`src/rtl/instr_fetch.sv`:
```
`default_nettype none
// ============================================================================
// instr_fetch : program-counter owner; fetches one instruction per handshake
//               and steers the next PC from the decoder's select inputs.
// Revision    : 1.0
// ============================================================================
module instr_fetch #(
  parameter int                ADDR_W   = 16,
  parameter int                INSTR_W  = 16,
  parameter logic [ADDR_W-1:0] RESET_PC = '0
) (
  input  logic               clk,
  input  logic               reset_n,
  output logic               mem_rd,
  output logic [ADDR_W-1:0]  mem_addr,
  input  logic               mem_gnt,
  input  logic [INSTR_W-1:0] mem_rdata,
  output logic               instr_valid,
  input  logic               instr_ready,
  output logic [INSTR_W-1:0] instr,
  output logic [4:0]         opcode,
  output logic [ADDR_W-1:0]  pc,
  output logic [ADDR_W-1:0]  pc_plus2,
  input  logic [1:0]         pc_src,
  input  logic [ADDR_W-1:0]  br_offset,
  input  logic [ADDR_W-1:0]  rind_addr,
  output logic               misalign
);

  typedef enum logic [1:0] {
    S_FETCH = 2'd0,
    S_WAIT  = 2'd1,
    S_HOLD  = 2'd2,
    S_HALT  = 2'd3
  } state_t;

  state_t              r_state;
  logic [ADDR_W-1:0]   r_pc;
  logic [INSTR_W-1:0]  r_instr;
  logic                r_valid;
  logic                r_mem_rd;
  logic                r_misalign;
  logic [ADDR_W-1:0]   w_pc_plus2;
  logic [ADDR_W-1:0]   w_nxt;

  assign w_pc_plus2 = r_pc + ADDR_W'(2);

  always_comb begin
    case (pc_src)
      2'b00:   w_nxt = r_pc + br_offset;
      2'b01:   w_nxt = rind_addr;
      default: w_nxt = w_pc_plus2;
    endcase
  end

  // The request flag lags reset release by one edge so mem_rd never rises
  // while reset is asserted and a grant is only honoured against a real request.
  always_ff @(posedge clk or negedge reset_n) begin
    if (!reset_n) begin
      r_state    <= S_FETCH;
      r_pc       <= RESET_PC;
      r_instr    <= '0;
      r_valid    <= 1'b0;
      r_mem_rd   <= 1'b0;
      r_misalign <= 1'b0;
    end else begin
      case (r_state)
        S_FETCH: begin
          if (r_mem_rd && mem_gnt) begin
            r_mem_rd <= 1'b0;
            r_state  <= S_WAIT;
          end else begin
            r_mem_rd <= 1'b1;
          end
        end
        S_WAIT: begin
          r_instr <= mem_rdata;
          r_valid <= 1'b1;
          r_state <= S_HOLD;
        end
        S_HOLD: begin
          if (instr_ready) begin
            r_valid <= 1'b0;
            if (w_nxt[0]) begin
              r_misalign <= 1'b1;
              r_state    <= S_HALT;
            end else begin
              r_pc     <= w_nxt;
              r_mem_rd <= 1'b1;
              r_state  <= S_FETCH;
            end
          end
        end
        default: begin
          r_state <= S_HALT;
        end
      endcase
    end
  end

  assign mem_rd      = r_mem_rd;
  assign mem_addr    = r_pc;
  assign pc          = r_pc;
  assign pc_plus2    = w_pc_plus2;
  assign instr       = r_instr;
  assign opcode      = r_instr[4:0];
  assign instr_valid = r_valid;
  assign misalign    = r_misalign;

endmodule
`default_nettype wire

```
`config.mk`:
```
export PLATFORM = sky130hd
export DESIGN_NAME = instr_fetch
export DESIGN_NICKNAME = d
export VERILOG_FILES = /design/src/rtl/instr_fetch.sv
export SDC_FILE = /design/constraint.sdc
export NUM_CORES = 1
export LEC_CHECK = 0
export ABC_AREA = 1
export BUFFER_PORTS_ARGS = -buffer_cell sky130_fd_sc_hd__buf_2
export CAP_MARGIN = 40
export CORE_MARGIN = 3
export CORE_UTILIZATION = 28
export CTS_CLUSTER_DIAMETER = 30
export DETAILED_ROUTE_END_ITERATION = 8
export HOLD_SLACK_MARGIN = 0.02
export SLEW_MARGIN = 0
export SYNTH_ARGS = -nofsm -noshare
export SYNTH_HDL_FRONTEND = slang
export SYNTH_SLANG_ARGS = --single-unit
```
`constraint.sdc`:
```
create_clock -name clk -period 2.34 [get_ports clk]
set_input_delay 0.468 -clock clk [delete_from_list [all_inputs] [get_ports clk]]
set_output_delay 0.468 -clock clk [all_outputs]
set_load 0.02 [all_outputs]
```
# After elaboration in Yosys (flattened, before gate mapping)
# Cells that the tools add are included.
# word_totals
register_bits,36
output_inout_bits,72
inputBits,54
wordCells,36
# op_classes
n_bitwise,1
n_eq_ne,6
muxes,11
n_reduce_logical,10
add_sub_neg,2
# ops
cell,count
16-bit one-hot mux with 2 select lines,1
16-bit adder,1
16-bit by 2-bit adder with 16-bit output (second input constant),1
3-bit AND reduction,3
2-bit 2-to-1 mux,3
2-bit != test (second input constant),3
2-bit one-hot mux with 3 select lines,1
2-bit by 1-bit equality test with 1-bit output (second input constant),2
2-bit logical NOT,2
1-bit 2-to-1 mux,4
1-bit one-hot mux with 2 select lines,2
2-bit AND reduction,2
2-bit nonzero test,2
2-bit equality test (second input constant),1
1-bit logical AND,1
1-bit inverter,1

# Depth between registers and ports, before layout
# Gate-level depths: netlist of the first run.
# depth
word_depth,5
ltp_mapped,12
mapped_depth_nobuf,12

# Least setup slack after synthesis of the first run
# No wires, ideal clock.
# synth_path
kind,register to output
startpoint,reg r_pc[1] (netlist: mem_addr[1])
endpoint,out pc_plus2[9]
required_time_ps,1872
stages_incl_launch_ff,6
arrival_ps,1524
slack_ps,348
n_path_buf,0
cell_sequence,dfrtp_1 > ha_1 > nand2_1 > nor2_1 > nand2_1 > xor2_1
# synth_via
elab_chain_cells,1
# synth_rtl
item,line_no,source
from (decl),38,logic [ADDR_W-1:0] r_pc;
from (signal assigned),88,r_pc <= w_nxt;
16-bit by 2-bit adder with 16-bit output,46,assign w_pc_plus2 = r_pc + ADDR_W'(2);
to (decl),23,"output logic [ADDR_W-1:0] pc_plus2,"
# No other way between the ends.

# Worst setup path in the final report of the first run
# layout_path
startpoint,reg r_pc[7] (netlist: mem_addr[7])
endpoint,out pc_plus2[10]
# Same word-level chain as after synthesis.

==> results.cfg, run 1 <==
[timing]
hold_violations = 0
finalCriticalPeriod_ns = 2.239
setup_viol = 0
slew_headroom_pct = 45.03
rsz0062_at_grt = no
post-route-period-util_pct = 95.67
whs_ns = 0.2928
fin_setup_tns_ns = 0
slew_violations = 0
worst_pin_slew_ns = 0.8245
fmax_mhz = 446.7
skew_ns = 0.002555

[synthesis]
synth_compound_area_share_pct = 8.429
synthAdderAreaFrac_pct = 6.569
yosys.area_share.simple_pct = 37.79
synth-seq-cells = 36
synth.distinct_cells = 37
netlist_area_sq_um = 3162
synth_area_leaders = dfrtp_1 28%, nand2_1 21%, inv_1 9.0%
synth_mux_area_share_pct = 0
synth_cells = 496
synth_edf_count = 0
syn_area_per_cell_sq_um = 6.375
synthArstFlopShare_pct = 100.0
synth_top_area_share_pct = 28.49
synth-xor-area-share_pct = 1.939
synth-seq-area-share_pct = 28.49
ys_warn_count = 0
synth_top_family_by_area = simple AND/OR/NAND/NOR gates
synth_flop_cell = dfrtp_1
synth_top_cell_by_area = dfrtp_1

[setup_path]
startpoint = mem_addr[7]
rrSetupSlack_ns = 0.41
slowest_delay_ns = 0.49
critPathMaxFanout = 7
crit_family = simple AND/OR/NAND/NOR gates
r2r_cells = 10
timing.rr.end = mem_addr[15]
startpoint_type = register
crit_arrival_ns = 1.77
crit_path_end_kind = output pin
worst-path-stages = 5
cp_num_buf_inv = 1
cp_data_required_time_ns = 1.87
worstPathCellList = nand2_1 -> nor2_1 -> nand3_1 -> xnor2_1 -> buf_2
crit_slowest_cell = dfrtp_1
r2r_start = mem_addr[1]
endpoint = pc_plus2[10]
path_class = register to output pin

[die]
die_h_um = 112.3
initial_utilization_pct = 28.91
die_area_sq_um = 12600
fp-row-count = 38
io_pins = 126
core_area_sq_um = 10940
dieWidth_um = 112.3

[route]
antenna_left = 0
drt_iter0_markers = 226
routed_wl_um = 9666
avgRoutedWirePerCell_um = 13.13
drc_errors = 0
num_vias = 3292
dr.pass1.iters = 5
drt-vias-per-instance = 4.473

[global_routing]
antenna_found_initial = 0
grt_pass1_vias = 3063
grt_pass1_wl_um = 15180
grt.total_usage_pct = 14.87
grt.overflow.total = 0
grt_max_degree = 37

[place]
dp.cells = 728
place_area_sq_um = 3724
dp_hpwl_um = 7711
globalplace.congestion = 0.8714
placement.io_buffers = 122

[pwr]
p_per_area_nw_per_um2 = 1446
total_leakage_power_nw = 2.244
ir_drop_mv = 0.5994

[cts]
hold_buffers = 0
cts_setup_buffers = 0
htreeDepth = 2
numCtsBuffers = 5
tritoncts = yes
clk_path_buf_depth = 2
clk_latency_ns = 0.28
cts_root_buffer = clkbuf_16
clock-sinks = 36
clkTransAtPathRegs_ns = 0.06

[layout]
area_delta_synth_final_pct = 22.83
antenna_cells = 0
drive_gt1_share_pct = 26.34
layout_commonest_cell = nand2_1
finalInstanceArea_sq_um = 3884
most-common-layout-cells = 179 x nand2_1, 122 x buf_2, 76 x inv_1
n_fill_cell = 1227
finalNonFillerCells = 736
fin_nets = 665

[worst_hold_path]
hold_path_class = input pin to asynchronous set/reset pin

[status]
status = complete, no violations

[job]
cap_violations = 0
-- Yosys cell counts (2+ instances only) --
cell      instances
dfrtp_1          36
xnor2_1           2
nor2_1           46
buf_6             3
and2_1            3
a21oi_1          23
nand3b_1          4
ha_1             15
nand3_1          31
clkbuf_1          4
a21oi_2           3
xor2_1            5
buf_4            23
o21ai_0           9
nand2_4           2
nand4_1           4
nand2_2           2
buf_2             2
or2_2             3
inv_1            76
nor2_2            5
a31oi_1           2
nand2_1         179
-- worst min path at each step --
stage,end,cells past startpoint,slack [ns]
after CTS,mem_addr[2],1,0.33
after floorplan,instr[0],0,0.17
after global placement,instr[5],2,0.45
after global routing,instr[11],1,0.36
after detailed placement,instr[7],2,0.45
final,instr[0],1,0.29
-- area by class of cell --
class                           count  area (sq um)  share of cell area [%]
Multi-Input combinational cell    352          1749                   45.04
Clock buffer                        8         146.4                   3.769
Inverter                           78         295.3                   7.603
Tap cell                          140         175.2                   4.510
Timing Repair Buffer              122         610.6                   15.72
Sequential cell                    36         907.1                   23.36
-- per-layer routing --
metal / vias up / part of all wire, % / wire length (um) / GRT usage [%]
li1: 1698 / - / - / -
met1: 1476 / 45 / 4360 / 19.56
met2: 105 / 47 / 4554 / 24.83
met3: 13 / 6.7 / 648 / 3.666
met4: 0 / 1.1 / 102 / 3.205
met5: - / 0 / 0 / 0
-- cells by family after synthesis --
group / count (synthesis)
other: 1
AOI/OAI and AO/OA: 44
DFF: 36
adders and majority gates: 16
and+or+nand+nor: 282
buffers and inverters: 110
xor gates and xnor gates: 7
-- sequential cells by signal (all words and copies together), names as in the netlist --
name         flops
mem_rd           1
instr_valid      1
mem_addr        15
r_state          2
misalign         1
instr           16
-- power breakdown --
part	internal [W]	leakage [nW]	total (W)	switching (W)
Sequential	0.000936	0.418	0.00135	0.000411
Combinational	0.00120	1.75	0.00360	0.00239
Clock	0.000425	0.0712	0.000670	0.000246
-- through the flow --
stage,worst slack [ns],power (W),utilization [%]
detailed placement,0.2648,0.004931,34.05
CTS,0.06919,0.005631,35.42
finish,0.1014,0.005617,35.51
floorplan,0.3476,0.004003,-
global placement,0.3429,0.004869,34.05
global route,0.02362,0.006136,35.51
-- repair_timing --
item	CTS	global route
gates resized for setup	2	6
cloned	0	0
endpoints found under the setup margin	2	6
Power figures use the tool's default switching activity.
==> inputs of run 2 (changes only) <==
--- a/config.mk
+++ b/config.mk
@@ -5,11 +5,10 @@
 export SDC_FILE = /design/constraint.sdc
 export NUM_CORES = 1
 export LEC_CHECK = 0
-export ABC_AREA = 1
 export BUFFER_PORTS_ARGS = -buffer_cell sky130_fd_sc_hd__buf_2
 export CAP_MARGIN = 40
 export CORE_MARGIN = 3
-export CORE_UTILIZATION = 28
+export CORE_UTILIZATION = 35
 export CTS_CLUSTER_DIAMETER = 30
 export DETAILED_ROUTE_END_ITERATION = 8
 export HOLD_SLACK_MARGIN = 0.02
==> constraint.sdc (replaced) <==
create_clock -name clk -period 2.44 [get_ports clk]
set_input_delay 0.488 -clock clk [delete_from_list [all_inputs] [get_ports clk]]
set_output_delay 0.488 -clock clk [all_outputs]
set_load 0.02 [all_outputs]
==> run 2 against run 1 <==
  * Final area fell by 2.6%
  * Synthesized area shrank 8.5%
  * Routed wire length is 13% lower
  * Sequential share of layout area is 0.60 points higher
  * Flip-flop and latch count unchanged
  * Highest routed layer unchanged
  * Clock skew grew 0.0018 ns
  * Critical path depth grew 4
  * First-iteration DRC count fell by 7.1%
  * Register-to-register slack lost 0.29 ns
  * Worst hold slack lost 0.12 ns
  * Non-clock buffer count is 26 higher
  * Largest cell class unchanged
==> results.cfg, run 2 <==
[cts]
numCtsBuffers = 5
clk_path_buf_depth = 2
htreeDepth = 2
hold_buffers = 0
tritoncts = yes
clock-sinks = 36
cts_root_buffer = clkbuf_8
clk_latency_ns = 0.28
clkTransAtPathRegs_ns = 0.07

[die]
core_area_sq_um = 7888
io_pins = 126
die_area_sq_um = 9388
fp-row-count = 32
die_h_um = 96.89
dieWidth_um = 96.89
initial_utilization_pct = 36.66

[setup_path]
slowest_delay_ns = 0.37
crit_slowest_cell = dfrtp_2
critPathMaxFanout = 4
crit_arrival_ns = 2.52
startpoint_type = register
path_class = register to register
crit_path_end_kind = register
cp_data_required_time_ns = 2.64
worstPathCellList = ha_2 -> inv_1 -> fa_1 -> nand2b_4 -> a211oi_4 -> o2111ai_2 -> a21oi_2 -> mux2_2 -> o211ai_1

[synthesis]
synthTopCellsByCount = 36 x dfrtp_1, 35 x nand2_1, 30 x a21oi_1
synth_area_leaders = dfrtp_1 31%, mux2_2 6.6%, ha_1 6.5%
netlist_area_sq_um = 2892
synth_top_cell_by_area = dfrtp_1
synthArstFlopShare_pct = 100.0
synth-seq-area-share_pct = 31.16
synth_cells = 330
synth_top_area_share_pct = 31.16
yosysMostFrequentCell = dfrtp_1
synth-seq-cells = 36
synth.distinct_cells = 60
synth_edf_count = 0
syn_area_per_cell_sq_um = 8.762
ys_warn_count = 0
synth_flop_cell = dfrtp_1

[layout]
fin_nets = 524
layout_commonest_cell = buf_2
fin_util_pct = 47.94
drive_gt1_share_pct = 43.52
finalInstanceArea_sq_um = 3781
most-common-layout-cells = 119 x buf_2, 35 x nand2_1, 32 x dfrtp_1
finalNonFillerCells = 557
antenna_cells = 0
largest_register_ffs = 16
n_fill_cell = 803
area_delta_synth_final_pct = 30.77

[place]
globalplace.congestion = 0.8503
place_area_sq_um = 3555
dp_hpwl_um = 6829
dp.cells = 544
placement.io_buffers = 122

[timing]
hold_violations = 0
worst_pin_slew_ns = 0.5738
setup_viol = 0
skew_ns = 0.004320
slew_violations = 0
fmax_mhz = 431.2
finalCriticalPeriod_ns = 2.319
rsz0062_at_grt = no
fin_setup_tns_ns = 0
slew_headroom_pct = 61.26
post-route-period-util_pct = 95.05

[pwr]
total_leakage_power_nw = 1.775
p_comb_share_pct = 67.0
p_int_w = 0.002639
p_per_area_nw_per_um2 = 1375
p_sw_w = 0.002561
ir_drop_mv = 0.5013
p_sw_share_pct = 49.25
p_clk_share_pct = 9.6
power_frac_seq_pct = 23.4

[global_routing]
grt.busiest_layer = met2
grt_util_met3_pct = 3.677
antenna_found_initial = 0
grt.overflow.total = 0
grt.total_usage_pct = 17.31
use_met1_pct = 24.67
globalRouteMet2Util_pct = 27.12
grt_pass1_vias = 2687
grt_max_degree = 24
grt_pass1_wl_um = 13480

[route]
dr.pass1.iters = 5
drt-vias-per-instance = 5.253
num_vias = 2926
drc_errors = 0
antenna_left = 0
routed_wl_um = 8436
avgRoutedWirePerCell_um = 15.15
drt_iter0_markers = 210

[job]
cap_violations = 0

[worst_hold_path]
hold_path_class = input pin to asynchronous set/reset pin

[status]
status = complete, no violations
## run 2: cell types whose count changed in the layout (fill, tap and decap cells not counted), sizes merged, moves of 5 or more
cell,delta
and3,+6
mux2,+18
o21ai,+6
buf,+26
xnor2,+13
nor2,-29
nand2,-148
a21o,+5
nand3,-17
nor3,+5
a211oi,+5
inv,-69
## run 2: kinds of logic (layout without fill, tap and decap cells)
family                     Yosys count  in the layout  synth area share (%)
AOI/OAI and AO/OA                   86             86                 19.13
xor gates and xnor gates            18             18                 5.452
buffers and inverters               44            167                 9.909
DFF                                 36             36                 31.16
muxes                               21             21                 8.178
other                                1              3                0.1297
adders and majority gates           16             16                 7.183
and+or+nand+nor                    108            108                 18.87
## run 2: per-layer routing
| layer | vias to the layer above | wire length (um) |
|---|---|---|
| li1 | 1421 | - |
| met1 | 1365 | 4049 |
| met2 | 130 | 3687 |
| met3 | 10 | 622 |
| met4 | 0 | 77 |
| met5 | - | 0 |
## run 2: power groups by stage
stage	combinational, W	sequential [W]	clock [W]
6_report	0.00348	0.00122	0.000502
5_1_grt	0.00377	0.00127	0.000550
4_1_cts	0.00332	0.00122	0.000519
3_5_place_dp	0.00330	0.00123	0
3_3_place_gp	0.00326	0.00121	0
2_1_floorplan	0.00201	0.00156	0
## run 2: area by class of cell
class | instances | area [sq um] | share of cell area [%]
Inverter | 11 | 41.29 | 1.092
Multi-Input combinational cell | 252 | 1782 | 47.12
Timing Repair Buffer | 148 | 817.0 | 21.61
Clock buffer | 6 | 72.57 | 1.919
Tap cell | 102 | 127.6 | 3.375
Clock inverter | 2 | 35.03 | 0.9265
Sequential cell | 36 | 905.9 | 23.96
## run 2: critical path: cells and delay by family (launching register included)
family	cells	cell delay, ns
and+or+nand+nor	1	0.17
muxes	1	0.35
buffers and inverters	1	0.05
adders and majority gates	2	0.55
DFF	1	0.37
AOI/OAI and AO/OA	4	0.75
## run 2: through the flow
stage	setup slack [ns]	total power, W	hold slack [ns]
after floorplan	0.01113	0.003572	0.1924
after global placement	-0.1287	0.004467	0.4342
after detailed placement	-0.1421	0.004527	0.4465
after CTS	0.008630	0.005057	0.1757
after global routing	0.002957	0.005584	0.1958
final	0.1209	0.005200	0.1687
## run 2: final timing paths
kind / slack (ns) / depth (start not counted) / startpoint / end
worst max-delay path: 0.12 / 9 / mem_addr[1] / mem_addr[15]
worst min-delay path: 0.17 / 1 / reset_n / instr[4]
worst max register to register: 0.12 / 9 / mem_addr[1] / mem_addr[15]
worst min register to register: 0.46 / 1 / misalign / misalign
max in group asynchronous: 1.69 / 2 / reset_n / mem_addr[6]
min in group clk: 0.44 / 2 / mem_rdata[11] / instr[11]
## run 2: what timing repair did
item	in CTS	in global routing
pin swaps	0	7
gates resized for setup	4	17
endpoints found under the setup margin	5	12
buffers inserted	0	5
